$ cat src/rtl/fetch_pkg.sv
// rtl/fetch_pkg.sv - shared widths, fetch FSM encoding and fetch queue entry type
package fetch_pkg;

   localparam int          INSTR_W            = 32;
   localparam int          ADDR_W             = 32;
   localparam logic [31:0] DEFAULT_START_ADDR = 32'h8002_0000;

   typedef enum logic [1:0] {
      ST_IDLE  = 2'd0,
      ST_RUN   = 2'd1,
      ST_FAULT = 2'd2
   } fetch_state_t;

   typedef struct packed {
      logic [ADDR_W-1:0]  pc;
      logic [INSTR_W-1:0] instr;
   } fetch_entry_t;

endpackage

$ cat src/rtl/fetch_queue.sv
// rtl/fetch_queue.sv - DEPTH-entry synchronous fetch FIFO with flush and head view
module fetch_queue
   import fetch_pkg::*;
#(
   parameter int DEPTH = 2
) (
   input  logic                   clock,
   input  logic                   reset_n,
   input  logic                   push,
   input  fetch_entry_t           push_data,
   input  logic                   pop,
   input  logic                   flush,
   output logic [$clog2(DEPTH):0] count,
   output fetch_entry_t           head
);

   localparam int PW = $clog2(DEPTH);
   localparam int CW = PW + 1;

   fetch_entry_t   mem [DEPTH];
   logic [PW-1:0]  wr_ptr;
   logic [PW-1:0]  rd_ptr;

   // Entry storage: a flush discards any push made in the same cycle.
   always_ff @(posedge clock) begin
      if (push && !flush) begin
         mem[wr_ptr] <= push_data;
      end
   end

   // Pointer and occupancy tracking; flush empties the queue outright.
   always_ff @(posedge clock) begin
      if (!reset_n || flush) begin
         wr_ptr <= '0;
         rd_ptr <= '0;
         count  <= '0;
      end else begin
         if (push) wr_ptr <= wr_ptr + PW'(1);
         if (pop)  rd_ptr <= rd_ptr + PW'(1);
         case ({push, pop})
            2'b10:   count <= count + CW'(1);
            2'b01:   count <= count - CW'(1);
            default: count <= count;
         endcase
      end
   end

   assign head = mem[rd_ptr];

endmodule

$ cat src/rtl/instr_fetch_unit.sv
// rtl/instr_fetch_unit.sv - PC owner and fetch queue front end; optional FETCH_BOUNDS_CHECK_EN
module instr_fetch_unit
   import fetch_pkg::*;
#(
   parameter logic [31:0] START_ADDR = DEFAULT_START_ADDR,
   parameter int          MEM_BYTES  = 1024,
   parameter int          QDEPTH     = 2
) (
   input  logic               clock,
   input  logic               reset_n,
   output logic [ADDR_W-1:0]  imem_address,
   input  logic [INSTR_W-1:0] imem_data,
   input  logic               redirect_valid,
   input  logic [ADDR_W-1:0]  redirect_target,
   output logic               out_valid,
   input  logic               out_ready,
   output logic [INSTR_W-1:0] out_instr,
   output logic [ADDR_W-1:0]  out_pc,
   output logic               fault
);

   localparam int CW = $clog2(QDEPTH) + 1;

   fetch_state_t      state, state_next;
   logic [ADDR_W-1:0] pc, pc_next;
   logic [CW-1:0]     count;
   fetch_entry_t      head;
   fetch_entry_t      push_data;
   logic              push, pop, flush;
   logic              misaligned;
   logic              has_room;
   logic              bounds_fail;

   assign misaligned = redirect_valid && (redirect_target[1:0] != 2'b00);
   assign has_room   = (count < CW'(QDEPTH)) || pop;
   assign pop        = out_valid && out_ready;
   assign push_data  = '{pc: pc, instr: imem_data};

`ifdef FETCH_BOUNDS_CHECK_EN
   localparam logic [32:0] WIN_LO = {1'b0, START_ADDR};
   localparam logic [32:0] WIN_HI = {1'b0, START_ADDR} + 33'(MEM_BYTES);
   assign bounds_fail = ({1'b0, pc} < WIN_LO) || ({1'b0, pc} >= WIN_HI);
`else
   assign bounds_fail = 1'b0;
`endif

   // State and PC registers; reset beats every other event in the cycle.
   always_ff @(posedge clock) begin
      if (!reset_n) begin
         state <= ST_IDLE;
         pc    <= START_ADDR;
      end else begin
         state <= state_next;
         pc    <= pc_next;
      end
   end

   // Next-state, PC update and queue control for the fetch FSM.
   always_comb begin
      state_next = state;
      pc_next    = pc;
      push       = 1'b0;
      flush      = 1'b0;
      case (state)
         ST_IDLE: begin
            state_next = ST_RUN;
            if (redirect_valid) begin
               pc_next = redirect_target;
               if (misaligned) state_next = ST_FAULT;
            end
         end
         ST_RUN: begin
            if (redirect_valid) begin
               flush   = 1'b1;
               pc_next = redirect_target;
               if (misaligned) state_next = ST_FAULT;
            end else if (has_room) begin
               if (bounds_fail) begin
                  state_next = ST_FAULT;
               end else begin
                  push    = 1'b1;
                  pc_next = pc + 32'd4;
               end
            end
         end
         ST_FAULT: begin
            flush = 1'b1;
         end
         default: begin
            state_next = ST_FAULT;
            flush      = 1'b1;
         end
      endcase
   end

   fetch_queue #(.DEPTH(QDEPTH)) u_queue (
      .clock     (clock),
      .reset_n   (reset_n),
      .push      (push),
      .push_data (push_data),
      .pop       (pop),
      .flush     (flush),
      .count     (count),
      .head      (head)
   );

   assign imem_address = pc;
   assign out_valid    = (count != '0) && (state != ST_FAULT);
   assign out_instr    = out_valid ? head.instr : '0;
   assign out_pc       = out_valid ? head.pc : '0;
   assign fault        = (state == ST_FAULT);

endmodule

$ cat config.mk
export PLATFORM = sky130hd
export DESIGN_NAME = instr_fetch_unit
export DESIGN_NICKNAME = d
export VERILOG_FILES = /design/src/rtl/fetch_pkg.sv /design/src/rtl/fetch_queue.sv /design/src/rtl/instr_fetch_unit.sv
export SDC_FILE = /design/constraint.sdc
export NUM_CORES = 1
export LEC_CHECK = 0
export ABC_AREA = 1
export CAP_MARGIN = 20
export CELL_PAD_IN_SITES_DETAIL_PLACEMENT = 1
export CELL_PAD_IN_SITES_GLOBAL_PLACEMENT = 1
export CORE_ASPECT_RATIO = 0.8
export CORE_MARGIN = 10
export CORE_UTILIZATION = 43
export CTS_BUF_LIST = sky130_fd_sc_hd__clkbuf_16
export DETAILED_ROUTE_END_ITERATION = 10
export MAX_ROUTING_LAYER = met4
export PLACE_DENSITY = 0.91
export SLEW_MARGIN = 20
export SYNTH_ARGS = -nofsm -noshare
export SYNTH_HDL_FRONTEND = slang
export SYNTH_HIERARCHICAL = 1
export SYNTH_SLANG_ARGS = --single-unit
$ cat constraint.sdc
create_clock -name clock -period 18.03 [get_ports clock]
set_input_delay 3.606 -clock clock [delete_from_list [all_inputs] [get_ports clock]]
set_output_delay 3.606 -clock clock [all_outputs]
set_load 0.01 [all_outputs]
==> summary.md <==
| Metric | Value |
|---|---|
| Max-cap violations | 0 |
| Final Power | 938 µW |
| Fmax | 154 MHz |
| # DRC | 0 |
| Synth Cell Area | about 8200 µm² |
| H-tree levels | 4 |
| Synth top area share | 0.472 |
| Syn nets | 862 |
| Sequential fraction of the synthesis area | 0.567 |
| CP Launch Type | flip-flop |
| CP Capture Type | primary output |
| GRT Total Usage | 0.199 |
| RSZ-0062 raised after global routing | no |
| Synthesized instance count | between 700 and 800 |
| Number of buffers created by CTS | 17 |
| Pwr dens | 88.6 nW/µm² |
| Filler cell count | 2057 |
| Reg2reg setup slack | 15.08 ns |
| Final Worst Setup Slack | 11.53 ns |
| Final nets | 1025 |
| Outcome | finished clean |
| Syn-to-layout area delta | 30.0% |
| #FFs+latches synth | around 170 |
| Hold-fix buffers at CTS | 0 |
| First-pass iteration count of the detailed router | 5 |
| GRT overflow | 0 |
| Max-slew headroom | 0.427 |
| Clock Tree Buf Depth | 2 |
| Placer's final routability congestion estimate | 0.908 |
| Bufs and invs on worst path | 3 |
| Hold Crit Class | flip-flop to flip-flop |
| Critical Path Slowest Stage Cell | buf_4 |
| Clock sinks | 167 |
| Number of enable flip-flop cells after synthesis | roughly 130 |
| Die X | about 170 µm |
| Final Max Tran Viols | 0 |
| Top_reg_cell synth | edfxtp_1 |
| Initial antenna violation count | 2 |
| CP max stage delay | 0.73 ns |
| Critical path cell sequence | buf_4, mux2_2, inv_1, nor2_1, clkdlybuf4s50_1 |
| Peak VDD IR | roughly 0.056 mV |
| Distinct cells, synth | 39 |
| Critical path class | flip-flop to primary output |
| Yosys top cell by area | edfxtp_1 |
| Largest net degree at the start of global routing | between 60 and 70 |
| Least-Margin Pin Slew | 0.859 ns |
| Crit share post-route | 0.360 |
| DR iter-0 viols | 431 |
| Clk slew on worst S/H paths | 0.07 ns |
| Share of flip-flops with an asynchronous set or reset | 0 |
| CTS root buf | clkbuf_16 |
| Reg2reg end | u_queue/mem[0][44] |
| Final ANT Viol Nets | 0 |
| Hold_sp | u_queue/count[0] |
| Hold depth | 2 |
| FP Rows | 44 |
| Die area | around 25000 µm² |
| Tmin final | 6.50 ns |
| WL/cell | 20.2 µm |
| Place WS | ~12 ns |
| Leakage | 4.06 nW |
| Fin. Hold Viols | 0 |
| Vias in the first global route | 6635 |
| DP HPWL | 17500 µm |
| Initial core utilization | 0.443 |
| Hold EP | u_queue/count[0] |
| Post-CTS Setup Bufs | 0 |
| Arrival @ worst endpoint | 2.89 ns |
| Via count | 6253 |
| TritonCTS clock tree | yes |
| Boundary pin count | 166 |
| CP required | about 14 ns |
| Skew-Pair Late Insertion Delay | around 0.43 ns |
| WL final | 24700 µm |
| Final core utilization | 0.576 |
| Avg Inst Size Synth | 10.3 µm² |
| Die height | 143 µm |
| CTS resizes | 0 |
| Share of cells above drive strength 1 | 0.135 |
| FF-to-FF Start | state[1] |
| First-pass GRT wire length | between 30000 and 40000 µm |
| Final setup fails | 0 |
| Synth area leaders | edfxtp_1, mux2_4, dfxtp_1, nand2_1, nor2_1 |
| FF-to-FF path depth | 9 |
| Worst Path Max Fanout | 46 |
| Vias per cell | 5.11 |
| Post-route setup TNS | 0 ns |
| Ys Warns | 6 |
| CP top delay family | buffers and inverters |
| Setup Skew | 0.0105 ns |
| PortBufs | 165 |
| Core box area | 18400 µm² |
-- how the worst max path moves through the flow --
stage	to	slack [ns]	cells past startpoint
after detailed placement	u_queue/mem[0][4]	11.52	8
final	out_pc[21]	11.53	5
after global placement	u_queue/mem[0][4]	11.71	8
after CTS	out_pc[21]	11.51	5
after floorplan	u_queue/mem[0][0]	8.94	6
after global routing	out_pc[20]	11.40	5
-- per-layer routing --
metal  up-vias  wire, µm  global-route usage
met2       212     12500               0.346
li1       2935         -                   -
met1      3087     10700               0.231
met5         -         0                   -
met4         0       197              0.0494
met3        19      1230              0.0427
-- per-stage QoR --
step | instances | hold slack, ns | area (µm²)
finish | 1223 | 0.518 | 10600
global route | 1223 | 0.543 | 10600
CTS | 1221 | 0.520 | 10600
detailed placement | 1189 | 0.506 | 9940
global placement | 1189 | 0.499 | 9940
floorplan | 792 | 0.460 | 8150
-- placed cells by master (no fill, tap or decap), types with 5 or more instances in the layout --
master,instances
nor2_2,5
nor2_1,113
nand2_1,163
edfxtp_1,128
inv_1,107
a2bb2oi_1,8
mux2_4,60
o21ai_0,22
clkbuf_16,17
a21oi_1,31
clkdlybuf4s50_1,165
bufinv_16,5
buf_4,7
inv_2,6
dfxtp_1,38
nand3_1,31
-- power by group --
part | switching [mW] | internal (mW) | total (mW)
Combinational | 0.0468 | 0.0470 | 0.0938
Clock | 0.154 | 0.247 | 0.401
Sequential | 0.0168 | 0.427 | 0.443
-- cell type report --
class	count	area, µm²	area share
clock buffer	17	425	0.0402
tap	253	317	0.0299
timing repair buffer	172	1700	0.161
sequential	167	4630	0.437
clock inverter	15	224	0.0211
inverter	113	424	0.0400
multi-input combinational	484	2870	0.271
antenna	2	5.00	0.000472
-- logic make-up after synthesis --
logic type | share of synthesized area
simple gates | 0.175
flops | 0.567
buf+inv | 0.0824
compound gates | 0.0517
mux | 0.116
xor+xnor | 0.00430
fa+ha+maj | 0.00307
-- synthesized netlist by cell type, types with 3 or more instances --
master	count
a21oi_1	31
a2bb2oi_1	8
buf_12	6
buf_2	9
buf_4	3
buf_6	3
clkbuf_1	5
dfxtp_1	39
edfxtp_1	128
inv_1	106
inv_2	6
mux2_2	4
mux2_4	60
nand2_1	164
nand2_2	3
nand3_1	31
nand3b_1	4
nand4_1	4
nor2_1	113
nor2_2	5
nor2_4	4
nor3_1	5
o21a_1	4
o21ai_0	22
o21ai_1	4
or2_2	3
-- worst register-to-register path, cell delays in order (launching register included) --
cell	delay [ns]
dfxtp_1	0.34
inv_2	0.09
nand2_2	0.08
nor2_4	0.07
buf_4	0.41
inv_2	0.35
a21oi_1	0.23
inv_1	0.13
nor3_2	0.21
buf_4	0.61
-- sequential cells by signal, indices dropped and copies added (netlist names), named ones only --
name / count
u_queue/mem: 128
imem_address: 32
state: 2
u_queue/count: 2
u_queue/rd_ptr: 1
u_queue/wr_ptr: 1
Power figures use the tool's default switching activity.
